[src/rtl/pts_tx_pkg.sv]
`default_nettype none
// ============================================================================
// Module      : pts_tx_pkg
// Description : Shared types and constants for the flex_pts_tx serial
//               transmitter. The PARITY state exists only when the
//               PTS_TX_PARITY_EN macro is defined.
// Revision    : 1.0 - initial release
// ============================================================================
package pts_tx_pkg;

    // Transmitter frame states
    typedef enum logic [2:0] {
        IDLE   = 3'd0,
        START  = 3'd1,
        DATA   = 3'd2,
`ifdef PTS_TX_PARITY_EN
        PARITY = 3'd3,
`endif
        STOP   = 3'd4
    } state_t;

    // Level of the serial line between frames
    localparam logic c_IDLE_LEVEL = 1'b1;

endpackage
`default_nettype wire

[src/rtl/flex_pts_sr.sv]
`default_nettype none
// ============================================================================
// Module      : flex_pts_sr
// Description : Parameterised parallel-to-serial shift register. Load has
//               priority over shift; vacated positions fill with ones so the
//               register drifts toward the idle line level.
// Revision    : 1.0 - initial release
// ============================================================================
module flex_pts_sr #(
    parameter int NUM_BITS  = 8,
    parameter bit SHIFT_MSB = 1'b0
) (
    input  logic                clk,
    input  logic                n_rst,
    input  logic                load_enable,
    input  logic                shift_enable,
    input  logic [NUM_BITS-1:0] parallel_in,
    output logic                serial_out
);

    logic [NUM_BITS-1:0] r_data;
    logic [NUM_BITS-1:0] w_shifted;

    // Shift direction and tap selection depend on the transmit bit order
    generate
        if (SHIFT_MSB) begin : g_msb_first
            assign w_shifted  = {r_data[NUM_BITS-2:0], 1'b1};
            assign serial_out = r_data[NUM_BITS-1];
        end else begin : g_lsb_first
            assign w_shifted  = {1'b1, r_data[NUM_BITS-1:1]};
            assign serial_out = r_data[0];
        end
    endgenerate

    // Register: reset to all ones, load wins over shift
    always_ff @(posedge clk) begin
        if (!n_rst) begin
            r_data <= '1;
        end else if (load_enable) begin
            r_data <= parallel_in;
        end else if (shift_enable) begin
            r_data <= w_shifted;
        end
    end

endmodule
`default_nettype wire

[src/rtl/flex_pts_tx.sv]
`default_nettype none
// ============================================================================
// Module      : flex_pts_tx
// Description : Parallel-to-serial frame transmitter: start bit, NUM_BITS
//               data bits, optional even-parity bit, stop bit, each held
//               CLKS_PER_BIT clocks. Define PTS_TX_PARITY_EN to enable the
//               parity bit.
// Revision    : 1.0 - initial release
// ============================================================================
module flex_pts_tx
    import pts_tx_pkg::*;
#(
    parameter int NUM_BITS     = 8,
    parameter bit SHIFT_MSB    = 1'b0,
    parameter int CLKS_PER_BIT = 4
) (
    input  logic                clk,
    input  logic                n_rst,
    input  logic [NUM_BITS-1:0] tx_data,
    input  logic                tx_valid,
    output logic                tx_ready,
    output logic                serial_out,
    output logic                tx_busy,
    output logic                tx_done
);

    localparam logic [7:0] c_CLK_LAST = 8'(CLKS_PER_BIT - 1);
    localparam logic [4:0] c_BIT_LAST = 5'(NUM_BITS - 1);

    state_t     r_state;
    state_t     w_state_next;
    logic [7:0] r_clk_cnt;
    logic [4:0] r_bit_cnt;
    logic       r_serial_out;
    logic       w_line_next;
    logic       w_load;
    logic       w_shift;
    logic       w_done;
    logic       w_boundary;
    logic       w_sr_out;
`ifdef PTS_TX_PARITY_EN
    logic       r_parity;
`endif

    assign w_boundary = (r_clk_cnt == c_CLK_LAST);
    assign tx_ready   = (r_state == IDLE) && n_rst;
    assign tx_busy    = (r_state != IDLE);
    assign tx_done    = w_done;
    assign serial_out = r_serial_out;

    // The register shifts as each data bit is driven, so its tap always
    // holds the next data bit to put on the line.
    flex_pts_sr #(
        .NUM_BITS  (NUM_BITS),
        .SHIFT_MSB (SHIFT_MSB)
    ) u_sr (
        .clk          (clk),
        .n_rst        (n_rst),
        .load_enable  (w_load),
        .shift_enable (w_shift),
        .parallel_in  (tx_data),
        .serial_out   (w_sr_out)
    );

    // State, line and counter registers
    always_ff @(posedge clk) begin
        if (!n_rst) begin
            r_state      <= IDLE;
            r_serial_out <= c_IDLE_LEVEL;
            r_clk_cnt    <= '1;
            r_bit_cnt    <= '1;
        end else begin
            r_state      <= w_state_next;
            r_serial_out <= w_line_next;
            if (w_load) begin
                r_clk_cnt <= '0;
                r_bit_cnt <= '0;
            end else if (r_state != IDLE) begin
                r_clk_cnt <= w_boundary ? 8'd0 : r_clk_cnt + 8'd1;
                if (r_state == DATA && w_boundary) begin
                    r_bit_cnt <= r_bit_cnt + 5'd1;
                end
            end
        end
    end

`ifdef PTS_TX_PARITY_EN
    // Even parity of the word captured at acceptance
    always_ff @(posedge clk) begin
        if (!n_rst) begin
            r_parity <= 1'b1;
        end else if (w_load) begin
            r_parity <= ^tx_data;
        end
    end
`endif

    // Next-state, next line level and control strobes
    always_comb begin
        w_state_next = r_state;
        w_line_next  = r_serial_out;
        w_load       = 1'b0;
        w_shift      = 1'b0;
        w_done       = 1'b0;
        case (r_state)
            IDLE: begin
                w_line_next = c_IDLE_LEVEL;
                if (tx_valid) begin
                    w_state_next = START;
                    w_load       = 1'b1;
                    w_line_next  = 1'b0;
                end
            end
            START: begin
                if (w_boundary) begin
                    w_state_next = DATA;
                    w_shift      = 1'b1;
                    w_line_next  = w_sr_out;
                end
            end
            DATA: begin
                if (w_boundary) begin
                    if (r_bit_cnt == c_BIT_LAST) begin
`ifdef PTS_TX_PARITY_EN
                        w_state_next = PARITY;
                        w_line_next  = r_parity;
`else
                        w_state_next = STOP;
                        w_line_next  = 1'b1;
`endif
                    end else begin
                        w_shift     = 1'b1;
                        w_line_next = w_sr_out;
                    end
                end
            end
`ifdef PTS_TX_PARITY_EN
            PARITY: begin
                if (w_boundary) begin
                    w_state_next = STOP;
                    w_line_next  = 1'b1;
                end
            end
`endif
            STOP: begin
                if (w_boundary) begin
                    w_state_next = IDLE;
                    w_line_next  = c_IDLE_LEVEL;
                    w_done       = 1'b1;
                end
            end
            default: begin
                w_state_next = IDLE;
                w_line_next  = c_IDLE_LEVEL;
            end
        endcase
    end

endmodule
`default_nettype wire

[config.mk]
export PLATFORM = sky130hd
export DESIGN_NAME = flex_pts_tx
export DESIGN_NICKNAME = d
export VERILOG_FILES = /design/src/rtl/pts_tx_pkg.sv /design/src/rtl/flex_pts_sr.sv /design/src/rtl/flex_pts_tx.sv
export SDC_FILE = /design/constraint.sdc
export NUM_CORES = 1
export LEC_CHECK = 0
export CELL_PAD_IN_SITES_DETAIL_PLACEMENT = 2
export CELL_PAD_IN_SITES_GLOBAL_PLACEMENT = 2
export CORE_MARGIN = 2
export CORE_UTILIZATION = 27
export DETAILED_ROUTE_END_ITERATION = 12
export PLACE_DENSITY_LB_ADDON = 0.2
export SYNTH_ARGS = -nofsm -noshare
export SYNTH_HDL_FRONTEND = slang
export SYNTH_SLANG_ARGS = --single-unit
[constraint.sdc]
create_clock -name clk -period 1.9 [get_ports clk]
set_input_delay 0.38 -clock clk [delete_from_list [all_inputs] [get_ports clk]]
set_output_delay 0.38 -clock clk [all_outputs]
set_load 0.03 [all_outputs]
==> impl_metrics.tcl <==
set metrics [dict create \
    yosys.area_share.simple 0.2938 \
    outcome "completed" \
    crit_fanout 2 \
    synth_area_sq_um 1414 \
    crit_path_max_incr_delay_ns 0.38 \
    dp_cells 251 \
    grt_max_degree 17 \
    synth.area.mux_share 0.1053 \
    antenna_found_initial 0 \
    slew_headroom 0.7448 \
    wl_per_cell_um 16.36 \
    synth_top_family_by_area "simple AND/OR/NAND/NOR gates" \
    hold_viol 0 \
    cts-root-buf "clkbuf_8" \
    synth_top_flop_cell "dfxtp_1" \
    synth-compound-area-share 0.1681 \
    ys_warn_count 0 \
    synth-xor-area-share 0.01239 \
    synth-edff-count 0 \
    insertedDiodeCount 0 \
    ant_nets 0 \
    p_per_area_nw_per_um2 734.8 \
    synth_commonest_cells "25 x dfxtp_1, 16 x nand2_1, 15 x nand3_1, 8 x nand2b_1, 8 x o21ai_0" \
    final.setup.tns_ns 0 \
    io_pins 15 \
    dp_hpwl_um 3131 \
    die_x_um 76.37 \
    cts_buffers 3 \
    period_share 0.9784 \
    path_cells "ha_4, nor4b_4, nand2_2, nor3_4, buf_6" \
    synth_seq_cells 25 \
    worstMarginPinSlew_ns 0.3824 \
    final_nets 205 \
    via_count 1337 \
    synth.top_cell.area_share 0.3540 \
    drv_cap 0 \
    die_area_sq_um 5832 \
    die_h_um 76.37 \
    peakVddDrop_mv 0.2334 \
    io_buffers 14 \
    fill_cells 586 \
    synth.largest_area_cell "dfxtp_1" \
    cts_sinks 25 \
    path_class "register to primary output" \
    layout-drive-gt1-share 0.2723 \
    worst_hold_slack_ns 0.4964 \
    via_per_inst 5.123 \
    min_path_cells 2 \
    drt_iter0_drc 60 \
    synthesis.nets 170 \
    worstHoldPathType "register to register" \
    grt-ovfl-total 0 \
    synth_adder_area_share 0.01770 \
    drt-pass1-iter-count 4 \
    track_usage 0.1512 \
    drc 0 \
    final_cells 261 \
    synth.most_common_cell "dfxtp_1" \
    p_leak_nw 0.7337 \
    end_kind "primary output" \
    grt_pass1_vias 1471 \
    async_flop_share 0 \
    path_clk_slew_ns 0.10 \
    reg2regPathDepth 7 \
    synth_cell_type_count 44 \
    clockBufferDepth 2 \
    cp.required_ns 1.52 \
    rows 26 \
    grt_first_pass_wirelength_um 7279 \
    rsz0062_at_grt "true" \
    critPathArrivalTime_ns 1.48 \
    post-route-min-period_ns 1.859 \
    core_area_sq_um 5075 \
    clock_skew_ns 0.008815 \
    gp_congestion 0.7854 \
    wirelength_um 4271 \
    ys_seq_area_frac 0.3540 \
    cp-start-kind "register" \
    cts_tree "yes" \
    clock.fmax_mhz 537.9 \
    setup_viol 0 \
    ctsHtreeMaxLevel 1 \
    syn_to_final_growth_pct 33.72 \
    synth_area_per_cell_sq_um 9.005 \
    design_area_sq_um 1891 \
    dpl_cell_area_sq_um 1737 \
    syn_inst 157 \
    cp_slowest_cell "dfxtp_2" \
    yosys-top-cells-area "dfxtp_1 35%, nand3_1 5.3%, mux2i_1 5.0%, nand2_1 4.2%, o211ai_1 3.7%" \
    start_util 0.2786 \
    drv_slew 0 \
    clk_latency_ns 0.28 \
]
worst max-delay path: cells and delay by family (launching register included):
kind                     cells  cell delay (ns)
adder cells (fa/ha/maj)      1             0.15
buffers and inverters        1             0.15
flip-flops                   1             0.38
AND/OR/NAND/NOR              3             0.52
cells by family (layout without fill, tap and decap cells):
family | count (synthesis) | count (layout)
fa+ha+maj | 2 | 2
simple gates | 66 | 66
buf+inv | 14 | 48
compound gates | 34 | 34
flops | 25 | 25
xor+xnor | 2 | 2
mux | 14 | 14
final cells by class:
type | instances | area [sq um] | area share
clock buffers | 3 | 41.29 | 0.02184
clock inverters | 1 | 8.758 | 0.004633
inverters | 7 | 26.28 | 0.01390
multi-input cells | 118 | 898.4 | 0.4752
flip-flops and latches | 25 | 506.7 | 0.2680
well taps | 70 | 87.58 | 0.04633
repair buffers | 37 | 321.6 | 0.1701
power breakdown:
group	internal [W]	switching, W
clock network	0.000154	0.000194
registers	0.000579	0.0000603
logic	0.000200	0.000202
cells in the final DEF (no fill, tap or decap), types with 2 or more instances in the layout:
| cell | n |
|---|---|
| buf_4 | 24 |
| dfxtp_1 | 20 |
| nand2_1 | 15 |
| nand3_1 | 15 |
| clkdlybuf4s50_1 | 11 |
| nand2b_1 | 8 |
| o21ai_0 | 8 |
| inv_1 | 7 |
| o211ai_1 | 7 |
| mux2i_1 | 7 |
| a21oi_1 | 6 |
| dfxtp_2 | 5 |
| nor3_4 | 3 |
| or4_1 | 3 |
| nor2_1 | 3 |
| mux2_1 | 3 |
| nor3b_1 | 3 |
| clkbuf_8 | 3 |
| xor2_1 | 2 |
| mux2_4 | 2 |
| mux2_2 | 2 |
| a221oi_1 | 2 |
| and3_1 | 2 |
| a211oi_1 | 2 |
| nor2b_1 | 2 |
sequential cells by signal, summed over array words and instances (netlist names):
register     flops
r_state          3
r_clk_cnt        8
r_bit_cnt        5
u_sr.r_data      8
serial_out       1
through the flow:
step / power (W) / worst slack (ns) / util
final: 0.001389 / 0.04107 / 0.3725
after global placement: 0.0009868 / -0.03066 / 0.3422
after global routing: 0.001484 / -0.02378 / 0.3725
after CTS: 0.001382 / 0.01713 / 0.3624
after floorplan: 0.0008636 / 0.03800 / -
after detailed placement: 0.001010 / -0.1021 / 0.3422
per-layer routing:
layer,vias up,GRT usage,wire length [um]
li1,644,-,-
met1,665,0.1894,1934
met4,0,0.03273,38
met3,4,0.03199,131
met2,24,0.2664,2168
met5,-,0,0
final timing paths:
path | slack [ns] | end | from
max reg2reg | 0.09 | u_sr.r_data[4] | r_clk_cnt[0]
min | 0.50 | u_sr.r_data[7] | u_sr.r_data[7]
min reg2reg | 0.50 | u_sr.r_data[7] | u_sr.r_data[7]
max | 0.04 | tx_done | r_clk_cnt[0]
repair_timing:
item | 4_1_cts | 5_1_grt
gates resized for setup | 7 | 8
buffers inserted | 4 | 3
pin swaps | 2 | 2
endpoints found under the hold margin | 0 | 0
cloned | 0 | 0
hold buffers | 0 | 0
setup endpoints to repair | 3 | 14
(Power assumes the default switching activity.)
